`config.mk`:
```
export PLATFORM = sky130hd
export DESIGN_NAME = csr_rmw_unit_flat
export DESIGN_NICKNAME = d
export VERILOG_FILES = /design/src/rtl/csr_pkg.sv /design/src/rtl/csr_rmw_unit_if.sv /design/src/rtl/csr_alu.sv /design/src/rtl/csr_rmw_unit.sv /design/src/flat_wrapper.sv
export SDC_FILE = /design/constraint.sdc
export NUM_CORES = 1
export LEC_CHECK = 0
export ABC_AREA = 1
export CAP_MARGIN = 10
export CORE_MARGIN = 10
export CORE_UTILIZATION = 49
export CTS_CLUSTER_SIZE = 30
export DETAILED_ROUTE_END_ITERATION = 8
export HOLD_SLACK_MARGIN = 0.06
export PLACE_DENSITY = 0.89
export SYNTH_ARGS = -nofsm -noshare
export SYNTH_HDL_FRONTEND = slang
export SYNTH_SLANG_ARGS = --single-unit
export TNS_END_PERCENT = 10
```
`constraint.sdc`:
```
create_clock -name clk -period 12.2 [get_ports clk]
set_input_delay 3.05 -clock clk [delete_from_list [all_inputs] [get_ports clk]]
set_output_delay 3.05 -clock clk [all_outputs]
set_load 0.02 [all_outputs]
```
`src/rtl/csr_pkg.sv`:
```
// Shared definitions for the CSR read-modify-write unit: op encodings,
// FSM states and the read-only CSR address space.
package csr_pkg;

  localparam int CSROP_LEN = 3;

  typedef enum logic [CSROP_LEN-1:0] {
    CSR_NONE  = 3'd0,
    CSR_READ  = 3'd1,
    CSR_WRITE = 3'd2,
    CSR_SET   = 3'd3,
    CSR_CLEAR = 3'd4
  } csr_op_e;

  typedef enum logic [1:0] {
    ST_IDLE = 2'd0,
    ST_RD   = 2'd1,
    ST_WB   = 2'd2,
    ST_RESP = 2'd3
  } csr_state_e;

  // CSRs whose address bits [11:10] are 2'b11 are read-only.
  localparam logic [1:0] CSR_RO_SPACE = 2'b11;

  function automatic logic is_ro_addr(input logic [11:0] addr);
    return addr[11:10] == CSR_RO_SPACE;
  endfunction

  function automatic logic op_is_rmw(input csr_op_e op);
    return (op == CSR_SET) || (op == CSR_CLEAR);
  endfunction

endpackage

```
`src/rtl/csr_rmw_unit_if.sv`:
```
// Request/response handshake plus CSR-file read/write port of the RMW unit.
// slave: the RMW unit; master: the requester / CSR-file side.
interface csr_rmw_unit_if
  import csr_pkg::*;
#(
  parameter int XLEN    = 64,
  parameter int IMM_LEN = 5
);

  logic                 in_valid_i;
  logic                 in_ready_o;
  logic [CSROP_LEN-1:0] csr_op_i;
  logic [11:0]          csr_addr_i;
  logic [IMM_LEN-1:0]   csr_imm_i;
  logic                 csr_imm_valid_i;
  logic [XLEN-1:0]      rs1_data_i;
  logic                 src_zero_i;
  logic                 flush_i;

  logic                 csr_rd_en_o;
  logic [11:0]          csr_rd_addr_o;
  logic [XLEN-1:0]      csr_rd_data_i;
  logic                 csr_rd_err_i;
  logic                 csr_wr_en_o;
  logic [11:0]          csr_wr_addr_o;
  logic [XLEN-1:0]      csr_wr_data_o;

  logic                 out_valid_o;
  logic                 out_ready_i;
  logic [XLEN-1:0]      out_rd_data_o;
  logic                 out_illegal_o;

  modport slave (
    input  in_valid_i, csr_op_i, csr_addr_i, csr_imm_i, csr_imm_valid_i,
           rs1_data_i, src_zero_i, flush_i,
           csr_rd_data_i, csr_rd_err_i, out_ready_i,
    output in_ready_o, csr_rd_en_o, csr_rd_addr_o,
           csr_wr_en_o, csr_wr_addr_o, csr_wr_data_o,
           out_valid_o, out_rd_data_o, out_illegal_o
  );

  modport master (
    output in_valid_i, csr_op_i, csr_addr_i, csr_imm_i, csr_imm_valid_i,
           rs1_data_i, src_zero_i, flush_i,
           csr_rd_data_i, csr_rd_err_i, out_ready_i,
    input  in_ready_o, csr_rd_en_o, csr_rd_addr_o,
           csr_wr_en_o, csr_wr_addr_o, csr_wr_data_o,
           out_valid_o, out_rd_data_o, out_illegal_o
  );

endinterface

```
`src/rtl/csr_alu.sv`:
```
// Combinational CSR op evaluation: new value and whether the op writes at all.
module csr_alu
  import csr_pkg::*;
#(
  parameter int XLEN = 64
) (
  input  csr_op_e         op_i,
  input  logic [XLEN-1:0] old_i,
  input  logic [XLEN-1:0] op2_i,
  output logic [XLEN-1:0] new_o,
  output logic            write_req_o
);

  always_comb begin
    new_o       = '0;
    write_req_o = 1'b0;
    case (op_i)
      CSR_WRITE: begin
        new_o       = op2_i;
        write_req_o = 1'b1;
      end
      CSR_SET: begin
        new_o       = old_i | op2_i;
        write_req_o = 1'b1;
      end
      CSR_CLEAR: begin
        new_o       = old_i & ~op2_i;
        write_req_o = 1'b1;
      end
      default: begin
        new_o       = '0;
        write_req_o = 1'b0;
      end
    endcase
  end

endmodule

```
`src/rtl/csr_rmw_unit.sv`:
```
// CSR read-modify-write sequencer: one request at a time through read,
// write-back and response phases, with flush and illegal-access handling.
//   state   | meaning
//   IDLE    | ready for a request
//   RD      | read strobe to CSR file
//   WB      | old value returns, write strobe if legal
//   RESP    | hold result until consumer takes it
module csr_rmw_unit
  import csr_pkg::*;
#(
  parameter int XLEN    = 64,
  parameter int IMM_LEN = 5
) (
  input  logic          clk,
  input  logic          rst,
  csr_rmw_unit_if.slave bus
);

  csr_state_e      state_q, state_d;
  csr_op_e         op_q, op_d;
  logic [11:0]     addr_q, addr_d;
  logic [XLEN-1:0] op2_q, op2_d;
  logic [XLEN-1:0] old_q, old_d;
  logic            src_zero_q, src_zero_d;
  logic            illegal_q, illegal_d;

  logic [XLEN-1:0] imm_ext;
  logic [XLEN-1:0] alu_new;
  logic            alu_write_req;
  logic            write_eff;
  logic            illegal_now;
  logic            in_ready;
  logic            rd_en;
  logic            wr_en;
  logic            out_valid;
  logic            rd_en_o;
  logic            wr_en_o;
  logic            out_valid_o;

  assign imm_ext = {{(XLEN-IMM_LEN){1'b0}}, bus.csr_imm_i};

  csr_alu #(.XLEN(XLEN)) u_alu (
    .op_i        (op_q),
    .old_i       (bus.csr_rd_data_i),
    .op2_i       (op2_q),
    .new_o       (alu_new),
    .write_req_o (alu_write_req)
  );

  // A zero source turns SET/CLEAR into a pure read, so read-only CSRs stay legal.
  assign write_eff   = alu_write_req && !(src_zero_q && op_is_rmw(op_q));
  assign illegal_now = bus.csr_rd_err_i || (write_eff && is_ro_addr(addr_q));

  always_ff @(posedge clk or posedge rst) begin
    if (rst) begin
      state_q    <= ST_IDLE;
      op_q       <= CSR_NONE;
      addr_q     <= '0;
      op2_q      <= '0;
      src_zero_q <= 1'b0;
      old_q      <= '0;
      illegal_q  <= 1'b0;
    end else begin
      state_q    <= state_d;
      op_q       <= op_d;
      addr_q     <= addr_d;
      op2_q      <= op2_d;
      src_zero_q <= src_zero_d;
      old_q      <= old_d;
      illegal_q  <= illegal_d;
    end
  end

  always_comb begin
    state_d    = state_q;
    op_d       = op_q;
    addr_d     = addr_q;
    op2_d      = op2_q;
    src_zero_d = src_zero_q;
    old_d      = old_q;
    illegal_d  = illegal_q;
    in_ready   = 1'b0;
    rd_en      = 1'b0;
    wr_en      = 1'b0;
    out_valid  = 1'b0;

    case (state_q)
      ST_IDLE: begin
        in_ready = !bus.flush_i;
        if (bus.in_valid_i && !bus.flush_i) begin
          op_d       = csr_op_e'(bus.csr_op_i);
          addr_d     = bus.csr_addr_i;
          op2_d      = bus.csr_imm_valid_i ? imm_ext : bus.rs1_data_i;
          src_zero_d = bus.src_zero_i;
          state_d    = ST_RD;
        end
      end
      ST_RD: begin
        if (bus.flush_i) begin
          state_d = ST_IDLE;
        end else begin
          rd_en   = 1'b1;
          state_d = ST_WB;
        end
      end
      ST_WB: begin
        if (bus.flush_i) begin
          state_d = ST_IDLE;
        end else begin
          wr_en     = write_eff && !illegal_now;
          old_d     = illegal_now ? '0 : bus.csr_rd_data_i;
          illegal_d = illegal_now;
          state_d   = ST_RESP;
        end
      end
      ST_RESP: begin
        if (bus.flush_i) begin
          state_d = ST_IDLE;
        end else begin
          out_valid = 1'b1;
          if (bus.out_ready_i) begin
            state_d = ST_IDLE;
          end
        end
      end
      default: begin
        state_d = ST_IDLE;
      end
    endcase
  end

  // Strobes are gated by rst so they drop the instant reset is asserted.
  assign rd_en_o     = rd_en & ~rst;
  assign wr_en_o     = wr_en & ~rst;
  assign out_valid_o = out_valid & ~rst;

  assign bus.in_ready_o    = in_ready & ~rst;
  assign bus.csr_rd_en_o   = rd_en_o;
  assign bus.csr_rd_addr_o = rd_en_o ? addr_q : '0;
  assign bus.csr_wr_en_o   = wr_en_o;
  assign bus.csr_wr_addr_o = wr_en_o ? addr_q : '0;
  assign bus.csr_wr_data_o = wr_en_o ? alu_new : '0;
  assign bus.out_valid_o   = out_valid_o;
  assign bus.out_rd_data_o = out_valid_o ? old_q : '0;
  assign bus.out_illegal_o = out_valid_o & illegal_q;

endmodule

```
`src/flat_wrapper.sv`:
```
// flat-port wrapper written by rule: the top's interface ports become plain ports
module csr_rmw_unit_flat import csr_pkg::*;
#(
  parameter int XLEN    = 64,
  parameter int IMM_LEN = 5
)
  (clk, rst, bus_in_valid_i, bus_csr_op_i, bus_csr_addr_i, bus_csr_imm_i, bus_csr_imm_valid_i, bus_rs1_data_i, bus_src_zero_i, bus_flush_i, bus_csr_rd_data_i, bus_csr_rd_err_i, bus_out_ready_i, bus_in_ready_o, bus_csr_rd_en_o, bus_csr_rd_addr_o, bus_csr_wr_en_o, bus_csr_wr_addr_o, bus_csr_wr_data_o, bus_out_valid_o, bus_out_rd_data_o, bus_out_illegal_o);
  csr_rmw_unit_if #(.XLEN(XLEN), .IMM_LEN(IMM_LEN)) bus_i ();
  input  logic clk;
  input  logic rst;
  input wire logic [$bits(bus_i.in_valid_i)-1:0] bus_in_valid_i;
  input wire logic [$bits(bus_i.csr_op_i)-1:0] bus_csr_op_i;
  input wire logic [$bits(bus_i.csr_addr_i)-1:0] bus_csr_addr_i;
  input wire logic [$bits(bus_i.csr_imm_i)-1:0] bus_csr_imm_i;
  input wire logic [$bits(bus_i.csr_imm_valid_i)-1:0] bus_csr_imm_valid_i;
  input wire logic [$bits(bus_i.rs1_data_i)-1:0] bus_rs1_data_i;
  input wire logic [$bits(bus_i.src_zero_i)-1:0] bus_src_zero_i;
  input wire logic [$bits(bus_i.flush_i)-1:0] bus_flush_i;
  input wire logic [$bits(bus_i.csr_rd_data_i)-1:0] bus_csr_rd_data_i;
  input wire logic [$bits(bus_i.csr_rd_err_i)-1:0] bus_csr_rd_err_i;
  input wire logic [$bits(bus_i.out_ready_i)-1:0] bus_out_ready_i;
  output wire logic [$bits(bus_i.in_ready_o)-1:0] bus_in_ready_o;
  output wire logic [$bits(bus_i.csr_rd_en_o)-1:0] bus_csr_rd_en_o;
  output wire logic [$bits(bus_i.csr_rd_addr_o)-1:0] bus_csr_rd_addr_o;
  output wire logic [$bits(bus_i.csr_wr_en_o)-1:0] bus_csr_wr_en_o;
  output wire logic [$bits(bus_i.csr_wr_addr_o)-1:0] bus_csr_wr_addr_o;
  output wire logic [$bits(bus_i.csr_wr_data_o)-1:0] bus_csr_wr_data_o;
  output wire logic [$bits(bus_i.out_valid_o)-1:0] bus_out_valid_o;
  output wire logic [$bits(bus_i.out_rd_data_o)-1:0] bus_out_rd_data_o;
  output wire logic [$bits(bus_i.out_illegal_o)-1:0] bus_out_illegal_o;
  assign bus_i.in_valid_i = bus_in_valid_i;
  assign bus_i.csr_op_i = bus_csr_op_i;
  assign bus_i.csr_addr_i = bus_csr_addr_i;
  assign bus_i.csr_imm_i = bus_csr_imm_i;
  assign bus_i.csr_imm_valid_i = bus_csr_imm_valid_i;
  assign bus_i.rs1_data_i = bus_rs1_data_i;
  assign bus_i.src_zero_i = bus_src_zero_i;
  assign bus_i.flush_i = bus_flush_i;
  assign bus_i.csr_rd_data_i = bus_csr_rd_data_i;
  assign bus_i.csr_rd_err_i = bus_csr_rd_err_i;
  assign bus_i.out_ready_i = bus_out_ready_i;
  assign bus_in_ready_o = bus_i.in_ready_o;
  assign bus_csr_rd_en_o = bus_i.csr_rd_en_o;
  assign bus_csr_rd_addr_o = bus_i.csr_rd_addr_o;
  assign bus_csr_wr_en_o = bus_i.csr_wr_en_o;
  assign bus_csr_wr_addr_o = bus_i.csr_wr_addr_o;
  assign bus_csr_wr_data_o = bus_i.csr_wr_data_o;
  assign bus_out_valid_o = bus_i.out_valid_o;
  assign bus_out_rd_data_o = bus_i.out_rd_data_o;
  assign bus_out_illegal_o = bus_i.out_illegal_o;
  csr_rmw_unit #(.XLEN(XLEN), .IMM_LEN(IMM_LEN)) u_core (.clk(clk), .rst(rst), .bus(bus_i));
endmodule
```
==> flow_summary.ini <==
[yosys]
yosysWarningCount = 0
synth_top_family_by_area = simple AND/OR/NAND/NOR gates
yosys-mux-area-fraction = 0
seq_area_frac_synth = 0.422
synth_top_cell_area_share = 0.422
ys_seq_elements = 147
yosys.area_share.xor_xnor = 0
synth_area_leaders = dfrtp_1 42%, nand2_1 13%, nor3_2 8.7%, nand3_1 7.2%, o21ai_1 6.6%
synth-simple-area-share = 0.335
post_synth_fa_ha_maj_area_fraction = 0
syn_nets = 1355
synth_cell_types = 22
yosys.area.top_type = dfrtp_1
syn_area_mm2 = 0.00871
synthesis.instances = 1199
synth_area_per_cell_um2 = 7.26
synth_compound_area_frac = 0.119

[setup_path]
crit_type = in2out
crit_required_ps = 9150
crit_fanout = 67
arrival_ps = 6580
worstRegToRegCells = 7
cp-start-kind = primary input
crit_path_end_kind = output pin

[sta]
relSlewSlack = 0.190
finalClockSkew_ps = 15.2
finalSetupViolCount = 0
setup_tns_ps = 0
worst_slew_pin_slew_ps = 1210
fin_crit_sh = 0.789
rsz0062_at_grt = no
fin_ws_ps = 2570
max_freq_ghz = 0.104
hold_viol = 0
post-route-min-period_ps = 9630
slew_viol_final = 0

[routing]
drtIter0Drc = 758
via_count = 9083
drc = 0
ant_nets = 0
vias_per_cell = 5.40
post_drt_wl_per_cell_um = 18.2
routed_wl_mm = 30.6
first_pass_iters = 5

[place]
dpl_worst_slack_ps = 2580
post-place-cells = 1649
place_congestion = 0.906
place_area_mm2 = 0.0117
port_buffers = 312
place_hpwl_mm = 21.3

[job]
max-cap-violations = 0

[cts]
cts-root-buf = clkbuf_16
cts_sinks = 147
clock_path_buffers = 2
clock_latency_ps = 420
cts_buffers = 17
post-cts-setup-buffer-count = 0
hold_buffers = 0
tritoncts = yes
clk_pin_slew_ps = 70
htreeDepth = 4
cts.repair.resized = 0

[grt]
grt_use_met1 = 0.289
met3_usage = 0.0662
grt.busiest_layer = met2
antenna_found_initial = 5
grt_max_degree = 90
gr-usage-met2 = 0.421
grtUsageTotal = 0.251
grt_pass1_wl_mm = 48.3
grt_pass1_vias = 8806
grt-ovfl-total = 0

[power_and_ir_drop]
power_w = 0.00193
peakVddDrop_uv = 138
power_density_mw_per_mm2 = 157
leakage_nw = 5.03

[floorplanning]
num_rows = 48
die_x_um = 153
core-area_mm2 = 0.0174
dieArea_mm2 = 0.0235
pin_count = 313
fp.dieH_um = 153
start_util = 0.502

[hold_path]
hold_class = reg2reg
whs_path_depth = 2

[outcome]
status = complete, no violations

[cells_and_area]
fillers = 1368
drive_gt1_frac = 0.0902
nNetsFinal = 1599
final_cells = 1683
layout_common_cells = 312 x clkdlybuf4s50_1, 298 x nand2_1, 147 x inv_1, 147 x dfrtp_1, 124 x nand3_1
syn2layout_area_growth_pct = 41.3
final_area_mm2 = 0.0123
layout_commonest_cell = clkdlybuf4s50_1
[sequential cells by signal, indices dropped and copies added (netlist names)]
signal	flops
u_core.addr_q	12
u_core.op2_q	64
u_core.src_zero_q	1
u_core.illegal_q	1
u_core.op_q	3
u_core.old_q	64
u_core.state_q	2
[path summary, 6_finish.rpt]
kind	start	to	slack, ps
max	bus_flush_i	bus_csr_wr_data_o[45]	2570
min	u_core.old_q[7]$_DFFE_PP0P_	u_core.old_q[7]$_DFFE_PP0P_	490
max reg2reg	u_core.op_q[2]$_DFFE_PP0P_	u_core.old_q[35]$_DFFE_PP0P_	8600
min reg2reg	u_core.old_q[7]$_DFFE_PP0P_	u_core.old_q[7]$_DFFE_PP0P_	490
max in group asynchronous	rst	u_core.op2_q[30]$_DFFE_PP0P_	7590
min in group asynchronous	rst	u_core.addr_q[8]$_DFFE_PP0P_	3310
[critical path, stage by stage]
cell	delay, ps
clkdlybuf4s50_1	500
nor2_4	170
nand2_2	50
buf_4	350
nor2_4	200
nand3_4	720
buf_4	590
nor3_2	250
clkdlybuf4s50_1	650
[per-layer routing]
metal / part of all wire / vias to the layer above
li1: - / 4314
met4: 0.043 / 0
met2: 0.50 / 406
met3: 0.080 / 75
met1: 0.37 / 4288
met5: 0 / -
[synth_stat cells]
master,count
buf_4,8
nor2_4,2
nand2_1,301
nand3_4,1
buf_1,8
o21ai_0,86
nor4_1,1
a31oi_1,5
nand2_2,2
nor3_1,1
inv_1,148
inv_2,6
clkbuf_1,22
nor3_2,76
buf_6,6
nor2_1,85
dfrtp_1,147
nand3_1,125
nand4_1,1
buf_2,52
nand3_2,1
o21ai_1,115
[final cells by class]
cell class                 instances  area (µm²)  share of cell area
antenna                            5        12.5             0.00102
clock buffer                      20         457              0.0371
clock inverter                     9         109             0.00885
inverter                         154         586              0.0476
multi-input combinational        802        3990               0.324
sequential                       147        3680               0.299
tap                              225         282              0.0229
timing repair buffer             321        3190               0.259
[per-stage QoR]
stage               utilization  hold WS (ps)
floorplan                     -           449
global placement          0.676           467
detailed placement        0.676           474
CTS                       0.708           489
global route              0.709           503
finish                    0.709           489
[cell families (layout without fill, tap and decap cells)]
kind of cell    count (synthesis)  count (layout)
buf+inv                       250             504
flops                         147             147
simple gates                  596             596
other cells                     0               5
compound gates                206             206
[where the power goes]
| group | total [W] | switching (W) | internal, W | leakage, nW |
|---|---|---|---|---|
| logic | 0.000661 | 0.000429 | 0.000232 | 2.85 |
| registers | 0.000758 | 0.0000968 | 0.000661 | 1.90 |
| clock network | 0.000511 | 0.000203 | 0.000308 | 0.278 |
Note: power is estimated with default switching activity, not from simulation.
